==> src/rtl/lock_pkg.sv <==
// lock_pkg: shared types and width helpers for the lock controller slice.
//   lock_state_e - sequencer states (PROGRAM_CONFIRM only reachable when
//                  LOCK_PROGRAM_CONFIRM_EN is defined)
//   lock_outs_t  - bundle of the single-bit registered status outputs
//   timer_width  - bits needed by the shared lockout/unlock down-counter
//   fail_width   - bits needed by the saturating failure counter
package lock_pkg;

  typedef enum logic [2:0] {
    LOCKED          = 3'd0,
    UNLOCKED        = 3'd1,
    PROGRAM         = 3'd2,
    LOCKOUT         = 3'd3,
    PROGRAM_CONFIRM = 3'd4
  } lock_state_e;

  typedef struct packed {
    logic tester_enable;
    logic tester_clear;
    logic unlocked;
    logic program_mode;
    logic locked_out;
  } lock_outs_t;

  function automatic int timer_width(input int lockout_cycles, input int unlock_cycles);
    int longest;
    longest = (lockout_cycles > unlock_cycles) ? lockout_cycles : unlock_cycles;
    return (longest < 1) ? 1 : $clog2(longest + 1);
  endfunction

  function automatic int fail_width(input int max_fails);
    return (max_fails < 1) ? 1 : $clog2(max_fails + 1);
  endfunction

endpackage

==> src/rtl/lock_controller_if.sv <==
// lock_controller_if: handshake between the lock controller and the pin-code
// tester.
//   master - controller side: consumes attempt results, drives code/enable/clear
//   slave  - tester side: produces attempt results, consumes code/enable/clear
interface lock_controller_if #(
  parameter int CODE_LENGTH = 16
) ();
  logic                   attempt_done;   // one-cycle pulse: entry compared
  logic                   attempt_match;  // valid with attempt_done
  logic [CODE_LENGTH-1:0] entry_digits;   // valid with attempt_done
  logic [CODE_LENGTH-1:0] pin_code;       // stored code
  logic                   tester_enable;  // tester may accept digits
  logic                   tester_clear;   // one-cycle pulse: discard entry

  modport master (
    input  attempt_done, attempt_match, entry_digits,
    output pin_code, tester_enable, tester_clear
  );

  modport slave (
    output attempt_done, attempt_match, entry_digits,
    input  pin_code, tester_enable, tester_clear
  );
endinterface

==> src/rtl/lock_timer.sv <==
// lock_timer: loadable down-counter shared by the unlock window and lockout.
//   clock, reset   - system clock, asynchronous active-high reset
//   i_load         - load i_load_value this edge (wins over i_enable)
//   i_load_value   - value to load
//   i_enable       - count down this edge; holds at 0, never wraps
//   o_expire       - high in the cycle whose closing edge takes the count 1->0,
//                    so the owner can leave its state on that same edge
module lock_timer #(
  parameter int WIDTH = 8
) (
  input  logic             clock,
  input  logic             reset,
  input  logic             i_load,
  input  logic [WIDTH-1:0] i_load_value,
  input  logic             i_enable,
  output logic             o_expire
);

  logic [WIDTH-1:0] r_count;

  always_ff @(posedge clock or posedge reset) begin
    if (reset) begin
      r_count <= '0;
    end else if (i_load) begin
      r_count <= i_load_value;
    end else if (i_enable && (r_count != '0)) begin
      r_count <= r_count - 1'b1;
    end
  end

  assign o_expire = i_enable & ~i_load & (r_count == WIDTH'(1));

endmodule

==> src/rtl/lock_controller.sv <==
// lock_controller: top-level sequencer for the digital lock's pin-code tester.
// Owns the stored code, counts consecutive failures, enforces lockout, times
// the unlocked window and allows reprogramming while unlocked.
//   clock, reset     - system clock, asynchronous active-high reset
//   tst              - tester handshake (lock_controller_if.master)
//   i_program_req    - pulse: request a code change (honoured when UNLOCKED)
//   i_relock         - pulse: lock immediately
//   o_unlocked       - lock open (UNLOCKED or programming)
//   o_program_mode   - next entry becomes the new code
//   o_locked_out     - lockout active; entries ignored
//   o_fail_count     - consecutive failures, saturating at MAX_FAILS
// Every output is re-registered from the internal state, so an input sampled
// at edge N appears on the outputs after edge N+1.
// Optional: define LOCK_PROGRAM_CONFIRM_EN to require the new code to be
// entered twice (staged in a shadow register) before it is committed.
module lock_controller
  import lock_pkg::*;
#(
  parameter int                   DIGITS         = 4,
  parameter int                   CODE_LENGTH    = 4 * DIGITS,
  parameter int                   MAX_FAILS      = 3,
  parameter int                   LOCKOUT_CYCLES = 50_000_000,
  parameter int                   UNLOCK_CYCLES  = 250_000_000,
  parameter logic [CODE_LENGTH-1:0] DEFAULT_CODE = 16'h1234
) (
  input  logic                              clock,
  input  logic                              reset,
  lock_controller_if.master                 tst,
  input  logic                              i_program_req,
  input  logic                              i_relock,
  output logic                              o_unlocked,
  output logic                              o_program_mode,
  output logic                              o_locked_out,
  output logic [fail_width(MAX_FAILS)-1:0]  o_fail_count
);

  localparam int FAIL_W  = fail_width(MAX_FAILS);
  localparam int TIMER_W = timer_width(LOCKOUT_CYCLES, UNLOCK_CYCLES);

  lock_state_e            r_state, w_next_state;
  logic [FAIL_W-1:0]      r_fail_count, w_fail_next;
  logic [CODE_LENGTH-1:0] r_pin_code, w_pin_next;
  logic                   r_clear, w_clear_event, w_attempt_taken;
  logic                   w_timer_load, w_timer_enable, w_expire;
  logic [TIMER_W-1:0]     w_timer_value;
  lock_outs_t             w_outs, r_outs;
  logic [CODE_LENGTH-1:0] r_out_pin;
  logic [FAIL_W-1:0]      r_out_fail;
`ifdef LOCK_PROGRAM_CONFIRM_EN
  logic [CODE_LENGTH-1:0] r_shadow, w_shadow_next;
`endif

  // The timer only runs in the two timed states; PROGRAM freezes it.
  assign w_timer_enable = (r_state == UNLOCKED) || (r_state == LOCKOUT);

  lock_timer #(.WIDTH(TIMER_W)) u_timer (
    .clock        (clock),
    .reset        (reset),
    .i_load       (w_timer_load),
    .i_load_value (w_timer_value),
    .i_enable     (w_timer_enable),
    .o_expire     (w_expire)
  );

  // State register, together with the data registers whose next values the
  // next-state logic computes.
  always_ff @(posedge clock or posedge reset) begin
    if (reset) begin
      r_state      <= LOCKED;
      r_fail_count <= '0;
      r_pin_code   <= DEFAULT_CODE;
      r_clear      <= 1'b0;
`ifdef LOCK_PROGRAM_CONFIRM_EN
      r_shadow     <= '0;
`endif
    end else begin
      // NOTE: non-blocking assignments here so every register samples the
      // pre-edge values, independent of statement order.
      r_state      <= w_next_state;
      r_fail_count <= w_fail_next;
      r_pin_code   <= w_pin_next;
      // Gating with ~r_clear guarantees the clear pulse never lasts two cycles.
      r_clear      <= w_clear_event & ~r_clear;
`ifdef LOCK_PROGRAM_CONFIRM_EN
      r_shadow     <= w_shadow_next;
`endif
    end
  end

  // Next-state logic.
  always_comb begin
    // NOTE: every signal gets a default first so no path leaves it
    // unassigned, which would otherwise infer a latch.
    w_next_state    = r_state;
    w_fail_next     = r_fail_count;
    w_pin_next      = r_pin_code;
    w_timer_load    = 1'b0;
    w_timer_value   = '0;
    w_attempt_taken = 1'b0;
`ifdef LOCK_PROGRAM_CONFIRM_EN
    w_shadow_next   = r_shadow;
`endif
    case (r_state)
      LOCKED: begin
        if (tst.attempt_done) begin
          w_attempt_taken = 1'b1;
          if (tst.attempt_match) begin
            w_next_state  = UNLOCKED;
            w_fail_next   = '0;
            w_timer_load  = 1'b1;
            w_timer_value = TIMER_W'(UNLOCK_CYCLES);
          end else if (int'(r_fail_count) + 1 >= MAX_FAILS) begin
            w_next_state  = LOCKOUT;
            w_fail_next   = FAIL_W'(MAX_FAILS);
            w_timer_load  = 1'b1;
            w_timer_value = TIMER_W'(LOCKOUT_CYCLES);
          end else begin
            w_fail_next   = r_fail_count + 1'b1;
          end
        end
      end
      UNLOCKED: begin
        // Expiry and relock both lock; relock beats a same-cycle program_req.
        if (w_expire || i_relock) begin
          w_next_state = LOCKED;
        end else if (i_program_req) begin
          w_next_state = PROGRAM;
        end
      end
      PROGRAM: begin
        // An entry beats a same-cycle relock; the tester's match is ignored.
        if (tst.attempt_done) begin
          w_attempt_taken = 1'b1;
`ifdef LOCK_PROGRAM_CONFIRM_EN
          w_shadow_next   = tst.entry_digits;
          w_next_state    = PROGRAM_CONFIRM;
`else
          w_pin_next      = tst.entry_digits;
          w_next_state    = LOCKED;
`endif
        end else if (i_relock) begin
          w_next_state = LOCKED;
        end
      end
`ifdef LOCK_PROGRAM_CONFIRM_EN
      PROGRAM_CONFIRM: begin
        if (tst.attempt_done) begin
          w_attempt_taken = 1'b1;
          w_next_state    = LOCKED;
          if (tst.entry_digits == r_shadow) begin
            w_pin_next = r_shadow;
          end
        end else if (i_relock) begin
          w_next_state = LOCKED;
        end
      end
`endif
      LOCKOUT: begin
        if (w_expire) begin
          w_next_state = LOCKED;
          w_fail_next  = '0;
        end
      end
      default: begin
        w_next_state = LOCKED;
        w_fail_next  = '0;
      end
    endcase

    // A commit-and-lock is one event, so it yields a single clear pulse.
    w_clear_event = w_attempt_taken ||
                    ((w_next_state == LOCKED) && (r_state != LOCKED));
  end

  // Output decode from the current state.
  always_comb begin
    w_outs              = '0;
    w_outs.tester_clear = r_clear;
    case (r_state)
      LOCKED:          w_outs.tester_enable = 1'b1;
      UNLOCKED:        w_outs.unlocked      = 1'b1;
      PROGRAM,
      PROGRAM_CONFIRM: begin
        w_outs.tester_enable = 1'b1;
        w_outs.unlocked      = 1'b1;
        w_outs.program_mode  = 1'b1;
      end
      LOCKOUT:         w_outs.locked_out    = 1'b1;
      default:         w_outs.tester_enable = 1'b0;
    endcase
  end

  // Output registers; reset values match the LOCKED state.
  always_ff @(posedge clock or posedge reset) begin
    if (reset) begin
      r_outs               <= '0;
      r_outs.tester_enable <= 1'b1;
      r_out_pin            <= DEFAULT_CODE;
      r_out_fail           <= '0;
    end else begin
      r_outs               <= w_outs;
      r_out_pin            <= r_pin_code;
      r_out_fail           <= r_fail_count;
    end
  end

  assign tst.pin_code      = r_out_pin;
  assign tst.tester_enable = r_outs.tester_enable;
  assign tst.tester_clear  = r_outs.tester_clear;
  assign o_unlocked        = r_outs.unlocked;
  assign o_program_mode    = r_outs.program_mode;
  assign o_locked_out      = r_outs.locked_out;
  assign o_fail_count      = r_out_fail;

endmodule
==> src/flat_wrapper.sv <==
// flat-port wrapper written by rule: the top's interface ports become plain ports
module lock_controller_flat import lock_pkg::*;
#(
  parameter int                   DIGITS         = 4,
  parameter int                   CODE_LENGTH    = 4 * DIGITS,
  parameter int                   MAX_FAILS      = 3,
  parameter int                   LOCKOUT_CYCLES = 50_000_000,
  parameter int                   UNLOCK_CYCLES  = 250_000_000,
  parameter logic [CODE_LENGTH-1:0] DEFAULT_CODE = 16'h1234
)
  (clock, reset, i_program_req, i_relock, o_unlocked, o_program_mode, o_locked_out, o_fail_count, tst_attempt_done, tst_attempt_match, tst_entry_digits, tst_pin_code, tst_tester_enable, tst_tester_clear);
  lock_controller_if #(.CODE_LENGTH(CODE_LENGTH)) tst_i ();
  input  logic clock;
  input  logic reset;
  input  logic i_program_req;
  input  logic i_relock;
  output logic o_unlocked;
  output logic o_program_mode;
  output logic o_locked_out;
  output logic [fail_width(MAX_FAILS)-1:0] o_fail_count;
  input wire logic [$bits(tst_i.attempt_done)-1:0] tst_attempt_done;
  input wire logic [$bits(tst_i.attempt_match)-1:0] tst_attempt_match;
  input wire logic [$bits(tst_i.entry_digits)-1:0] tst_entry_digits;
  output wire logic [$bits(tst_i.pin_code)-1:0] tst_pin_code;
  output wire logic [$bits(tst_i.tester_enable)-1:0] tst_tester_enable;
  output wire logic [$bits(tst_i.tester_clear)-1:0] tst_tester_clear;
  assign tst_i.attempt_done = tst_attempt_done;
  assign tst_i.attempt_match = tst_attempt_match;
  assign tst_i.entry_digits = tst_entry_digits;
  assign tst_pin_code = tst_i.pin_code;
  assign tst_tester_enable = tst_i.tester_enable;
  assign tst_tester_clear = tst_i.tester_clear;
  lock_controller #(.DIGITS(DIGITS), .CODE_LENGTH(CODE_LENGTH), .MAX_FAILS(MAX_FAILS), .LOCKOUT_CYCLES(LOCKOUT_CYCLES), .UNLOCK_CYCLES(UNLOCK_CYCLES), .DEFAULT_CODE(DEFAULT_CODE)) u_core (.clock(clock), .reset(reset), .tst(tst_i), .i_program_req(i_program_req), .i_relock(i_relock), .o_unlocked(o_unlocked), .o_program_mode(o_program_mode), .o_locked_out(o_locked_out), .o_fail_count(o_fail_count));
endmodule
==> config.mk <==
export PLATFORM = sky130hd
export DESIGN_NAME = lock_controller_flat
export DESIGN_NICKNAME = d
export VERILOG_FILES = /design/src/rtl/lock_pkg.sv /design/src/rtl/lock_controller_if.sv /design/src/rtl/lock_timer.sv /design/src/rtl/lock_controller.sv /design/src/flat_wrapper.sv
export SDC_FILE = /design/constraint.sdc
export NUM_CORES = 1
export LEC_CHECK = 0
export CAP_MARGIN = 25
export CORE_MARGIN = 1
export CORE_UTILIZATION = 55
export DETAILED_ROUTE_END_ITERATION = 16
export PLACE_DENSITY = 0.8
export SETUP_SLACK_MARGIN = 0.2
export SLEW_MARGIN = 0
export SYNTH_ARGS = -nofsm -noshare
export SYNTH_HDL_FRONTEND = slang
export SYNTH_SLANG_ARGS = --single-unit
==> constraint.sdc <==
create_clock -name clock -period 4.77 [get_ports clock]
set_clock_uncertainty 0.1 [all_clocks]
set_input_delay 1.1925 -clock clock [delete_from_list [all_inputs] [get_ports clock]]
set_output_delay 1.1925 -clock clock [all_outputs]
set_load 0.03 [all_outputs]
==> results of run 1 <==
-- flip-flops by register name, summed over array words and instances (netlist names), 2 cells and up --
name	flops
u_core.r_fail_count	2
u_core.o_fail_count	2
u_core.u_timer.r_count	28
u_core.r_state	3
u_core.tst.pin_code	16
u_core.r_pin_code	16
-- layout by cell type (no fill, tap or decap), types with 3 or more instances in the layout --
master,instances
nand3_1,9
inv_1,7
o22a_1,5
nor2_1,12
o31ai_1,10
dfstp_2,11
nor3_1,4
o21ai_0,8
a31oi_1,10
ha_1,3
or2_2,4
clkbuf_8,9
buf_4,3
xnor2_1,3
mux2i_1,3
dfrtp_1,62
inv_6,3
mux2_2,16
a21oi_1,8
nor4_1,8
nand2_1,13
clkdlybuf4s50_1,44
or4_1,16
or3_1,8
o211ai_1,5
-- cell usage after synthesis, drive strengths merged, types with 9 or more instances --
library cell,count
dfrtp,62
or4,18
mux2,16
nand2,14
nor2,12
buf,11
dfstp,11
a31oi,10
nor4,10
o31ai,10
or3,10
clkbuf,9
nand3,9
o21ai,9
-- kinds of logic after synthesis --
group	synth area share, %
mux	6.335
flops	55.47
compound gates	12.67
xor+xnor	1.056
simple gates	18.18
other cells	0.1130
fa+ha+maj	1.131
buf+inv	5.052
-- worst register-to-register path, stage by stage, from the launching register on --
cell,delay (ns)
dfrtp_1,0.44
or4_1,0.74
nor4_1,0.39
a31o_2,0.65
a21oi_1,0.16
o22a_1,0.23
-- per-stage QoR --
| step | total power [mW] | area (µm²) | hold slack, ns | instances |
|---|---|---|---|---|
| 4_1_cts | 1.682 | 3941 | 0.2636 | 400 |
| 5_1_grt | 1.750 | 3946 | 0.2698 | 401 |
| 2_1_floorplan | 1.070 | 3318 | 0.2501 | 285 |
| 3_3_place_gp | 1.156 | 3734 | 0.2546 | 384 |
| 6_report | 1.670 | 3946 | 0.2636 | 401 |
| 3_5_place_dp | 1.170 | 3734 | 0.2588 | 384 |
-- metal layers --
metal  vias to the layer above  track usage, %  wire [µm]
met5                         -               0          0
met1                      1176           29.50       2893
li1                       1149               -          -
met4                         0           10.91         95
met3                        10           8.229        411
met2                        61           33.93       3089
-- cell type report --
cell class	count	area, µm²
Tap cell	72	90.09
Clock inverter	7	83.83
Multi-Input combinational cell	184	1310
Timing Repair Buffer	48	467.9
Clock buffer	9	123.9
Inverter	8	30.03
Fill cell	430	1729
Sequential cell	73	1841
-- path summary, 6_finish.rpt --
check,end,slack (ns),cells past startpoint
min in group asynchronous,u_core.tst.pin_code[14],1.05,2
max in group asynchronous,u_core.r_fail_count[1],2.73,3
max reg2reg,u_core.u_timer.r_count[18],1.95,5
min reg2reg,u_core.tst.pin_code[2],0.26,0
max,u_core.u_timer.r_count[27],1.56,6
min,u_core.tst.pin_code[2],0.26,0
-- power by group --
group | internal, mW | leakage, nW | switching (mW)
Sequential | 0.714 | 0.896 | 0.0740
Combinational | 0.156 | 0.595 | 0.215
Clock | 0.252 | 0.103 | 0.258
Total | 1.12 | 1.59 | 0.547
==> results.txt, run 1 <==
status -> completed
final wirelength -> 6490 µm
Post-Place Setup Slack -> 1.284 ns
Worst EP required -> 4.91 ns
largest area contributor in the netlist -> dfrtp_1
Reg clk slew, reported paths -> 0.09 ns
vias per cell -> 5.975
Mapped Avg Cell Area -> 11.64 µm²
Final Hold Fails -> 0
CTS tree -> yes
r2r startpoint -> u_core.u_timer.r_count[2]
DRC -> 0
remaining global-route overflow -> 0
Post-DP HPWL -> 4391 µm
area grow syn2layout -> 18.93%
sequential share of the synthesized area -> 55.47%
Final Max Slew Viols -> 0
DRT iter0 DRCs -> 167
CP max-delay cell -> clkdlybuf4s50_1
Post-Synthesis Cells -> 285
top-area cell type share of the netlist area -> 46.76%
setup tns final -> 0 ns
Setup violations, final -> 0
largest cells by area after synthesis -> dfrtp_1, dfstp_2, mux2_2
# rows -> 27
Core Region -> 5675 µm²
I/O pin count -> 45
Worst-Skew Late Latency -> 0.35 ns
root buf cell -> clkbuf_8
number of synthesized flops with an enable pin -> 0
Die Height -> 79.67 µm
Die X -> 79.67 µm
Final Wtd Congestion -> 0.8442
worst ir drop on vdd -> 0.2531 mV
vias in the first global route -> 2362
# Post-CTS Setup Buffers -> 0
Rel. slew slack -> 43.72%
crit-path max FO -> 14
ANT cells -> 0
Port Buffers -> 44
Setup WS post-layout -> 1.559 ns
crit path time final -> 3.211 ns
global-route wire length before repair -> 10970 µm
CP bufs+invs -> 2
WS Path Type -> in -> reg
Top delay family on crit path -> buffers and inverters
P_leak -> 1.593 nW
endpoint class of the critical path -> flop
Hold-fix buffers, CTS -> 0
Hold Path Origin -> u_core.r_pin_code[2]
router iterations before antenna repair -> 4
CP Launch Type -> input port
htree depth -> 3
flops & latches, synth -> 73
crit share post-route -> 67.32%
CTS buffer count -> 9
nets -> 349
final core occ -> 69.53%
share of layout cells above drive strength 1 -> 19.45%
Worst-Margin Slew -> 0.8385 ns
power per cell area -> 423.1 nW/µm²
Setup crit start -> tst_attempt_done
initial antenna violation count -> 0
die area -> 6347 µm²
FFs w/ async S/R, synth -> 100.0%
Yosys cell types -> 59
syn_nets -> 310
Initial Utilization -> 58.47%
crit-path max cell delay -> 0.57 ns
routed len/inst -> 16.18 µm
vias post-DR -> 2396
Main synth FF type -> dfrtp_1
crit-path cells -> clkdlybuf4s50_1 > nor4b_1 > o21ai_1 > buf_4 > o22ai_1 > o21ba_2
Max Clock Freq -> 311.4 MHz
post-cts resize count -> 0
max cap viols -> 0
RSZ-0062 raised after global routing -> no
CTS sink cnt -> 73
all-layer global routing usage -> 22.82%
ANT nets after route -> 0
CTS max path bufs -> 2
largest net degree at the start of global routing -> 38
Critical Path AT -> 3.35 ns
Synth Cell Area -> 3318 µm²
YS warnings -> 0
Hold WC Path Type -> reg -> reg
Note: power is estimated with default switching activity, not from simulation.
==> inputs of run 2 (changes only) <==
--- a/config.mk
+++ b/config.mk
@@ -7,9 +7,9 @@
 export LEC_CHECK = 0
 export CAP_MARGIN = 25
 export CORE_MARGIN = 1
-export CORE_UTILIZATION = 55
+export CORE_UTILIZATION = 49
 export DETAILED_ROUTE_END_ITERATION = 16
-export PLACE_DENSITY = 0.8
+export PLACE_DENSITY = 0.75
 export SETUP_SLACK_MARGIN = 0.2
 export SLEW_MARGIN = 0
 export SYNTH_ARGS = -nofsm -noshare
==> constraint.sdc (replaced) <==
create_clock -name clock -period 2.8 [get_ports clock]
set_clock_uncertainty 0.1 [all_clocks]
set_input_delay 0.7 -clock clock [delete_from_list [all_inputs] [get_ports clock]]
set_output_delay 0.7 -clock clock [all_outputs]
set_load 0.03 [all_outputs]
==> run 2 against run 1 <==
  * The flow now finishes with violations (design-rule violations)
  * Power increased by 73%
  * Wire length up 0.66%
  * Critical path depth is the same
  * Die area is 12% higher
  * Critical endpoint is now u_core.u_timer.r_count[3]
==> results.txt, run 2 (synthesized netlist as in run 1, its figures left out) <==
status -> finished with violations
failing checks -> design-rule violations
multi-input logic area -> 1376 µm² (+5.1%)
crit-path max cell delay -> 0.68 ns (+0.11 ns)
Worst EP required -> 2.93 ns (-1.98 ns)
ANT nets after route -> 0 (unchanged)
routed len/inst -> 15.93 µm (-1.5%)
Die X -> 84.29 µm (+5.8%)
Post-Place Setup Slack -> -0.01236 ns (-1.296 ns)
router iterations before antenna repair -> 10 (+6)
crit-path max FO -> 15 (+1)
P_leak -> 1.622 nW (+1.8%)
dpl cell area -> 3794 µm² (+1.6%)
Top delay family on crit path -> simple AND/OR/NAND/NOR gates
Max Clock Freq -> 399.7 MHz
DRC -> 2 (+2)
Worst-Margin Slew -> 0.5167 ns (-0.3218 ns)
max cap viols -> 0 (unchanged)
CP bufs+invs -> 1 (-1)
Final Max Slew Viols -> 0 (unchanged)
Setup WS post-layout -> 0.2982 ns (-1.261 ns)
crit-path cells -> or4_1 > nor4_4 > a31o_4 > buf_4 > o311ai_0 > o41ai_1
Port Buffers -> 44 (unchanged)
Final Wtd Congestion -> 0.7935 (-6.0%)
largest reg by FF count -> u_core.u_timer.r_count
initial antenna violation count -> 0 (unchanged)
register cell area after layout -> 1841 µm² (unchanged)
vias post-DR -> 2405 (+0.38%)
Worst-Skew Late Latency -> 0.34 ns (about the same)
largest net degree at the start of global routing -> 54 (+42%)
share of layout cells above drive strength 1 -> 22.82% (+3.4 points)
CP max-delay cell -> or4_1
Rel. slew slack -> 65.27% (+22 points)
root buf cell -> clkbuf_8
fillers -> 497 (+16%)
nets -> 353 (+1.1%)
commonest non-fill, non-tap cell in the layout -> dfrtp_1
Setup violations, final -> 0 (unchanged)
DRT iter0 DRCs -> 134 (-20%)
remaining global-route overflow -> 0 (unchanged)
Hold WC Path Type -> reg -> reg
CTS max path bufs -> 2 (unchanged)
Post-DP HPWL -> 4316 µm (-1.7%)
Design Power -> 2.891 mW (+73%)
area grow syn2layout -> 22.66%
all-layer global routing usage -> 19.82% (-3.0 points)
power per cell area -> 710.3 nW/µm² (+68%)
cell area after layout -> 4070 µm² (+3.1%)
CTS tree -> yes
global-route wire length before repair -> 11010 µm (+0.31%)
setup tns final -> 0 ns (unchanged)
htree depth -> 3 (unchanged)
# Post-CTS Setup Buffers -> 0 (unchanged)
worst ir drop on vdd -> 0.5340 mV (+110%)
die area -> 7105 µm² (+12%)
vias per cell -> 5.866 (-1.8%)
most frequent cells in the layout -> dfrtp_1, clkdlybuf4s50_1, mux2_2
Critical Path AT -> 2.63 ns (-0.72 ns)
RSZ-0062 raised after global routing -> yes
CTS sink cnt -> 73 (unchanged)
CTS buffer count -> 9 (unchanged)
I/O pin count -> 45 (unchanged)
final non-filler cell total -> 410 (+2.2%)
Core Region -> 6459 µm² (+14%)
CP Launch Type -> flop
DP Cell Count -> 394 (+2.6%)
Hold-fix buffers, CTS -> 0 (unchanged)
max reg flops -> 28 (unchanged)
Final Hold Fails -> 0 (unchanged)
hold slack -> 0.2693 ns (+0.005655 ns)
crit path time final -> 2.502 ns
crit share post-route -> 89.35%
Initial Utilization -> 51.38% (-7.1 points)
Die Height -> 84.29 µm (+5.8%)
# rows -> 29 (+7.4%)
WS Path Type -> reg -> reg
final core occ -> 63.02% (-6.5 points)
endpoint class of the critical path -> flop
ANT cells -> 0 (unchanged)
Reg clk slew, reported paths -> 0.08 ns (about the same)
final wirelength -> 6533 µm (+0.66%)
vias in the first global route -> 2294 (-2.9%)
[run 2: cell count changes in the layout (fill, tap and decap cells not counted), sizes merged]
cell / delta
clkinv: +1
inv: -3
clkinvlp: +1
buf: +5
[run 2: worst register-to-register path, cell delays in order, from the launching register on]
cell	delay (ns)
dfrtp_1	0.42
or4_1	0.68
nor4_4	0.44
a31o_4	0.29
buf_4	0.22
o311ai_0	0.16
o41ai_1	0.09
[run 2: routing by layer]
metal	vias to the layer above	wire, µm	share of wire [%]	global-route usage [%]
met5	-	0	0	0
met4	0	97	1.5	8.307
met2	56	2906	44	28.99
met1	1183	3107	48	27.11
li1	1156	-	-	-
met3	10	423	6.5	6.686
[run 2: what timing repair did]
action	CTS	global route
endpoints found under the setup margin	22	23
resized for setup	2	9
gates cloned	0	0
pin swaps	0	0
[run 2: where the power goes]
part           internal (mW)  leakage (nW)  total (mW)  switching (mW)
Clock                  0.445         0.103       0.856           0.411
Combinational          0.295         0.623       0.688           0.394
Sequential              1.22         0.896        1.35           0.130
Total                   1.96          1.62        2.89           0.934
[run 2: final timing paths]
check	start	to	slack, ns	cells after the start
min	u_core.r_pin_code[2]	u_core.tst.pin_code[2]	0.27	0
min reg2reg	u_core.r_pin_code[2]	u_core.tst.pin_code[2]	0.27	0
min in group asynchronous	reset	u_core.r_pin_code[11]	0.62	2
max reg2reg	u_core.u_timer.r_count[19]	u_core.u_timer.r_count[3]	0.30	6
max in group asynchronous	reset	u_core.tst.tester_enable	1.30	3
max	u_core.u_timer.r_count[19]	u_core.u_timer.r_count[3]	0.30	6
[run 2: cell type report]
type / count / share of cell area, %
Clock buffer: 10 / 3.381
Clock inverter: 6 / 1.783
Inverter: 8 / 0.8300
Multi-Input combinational cell: 184 / 33.81
Sequential cell: 73 / 45.22
Tap cell: 77 / 2.367
Timing Repair Buffer: 52 / 12.60
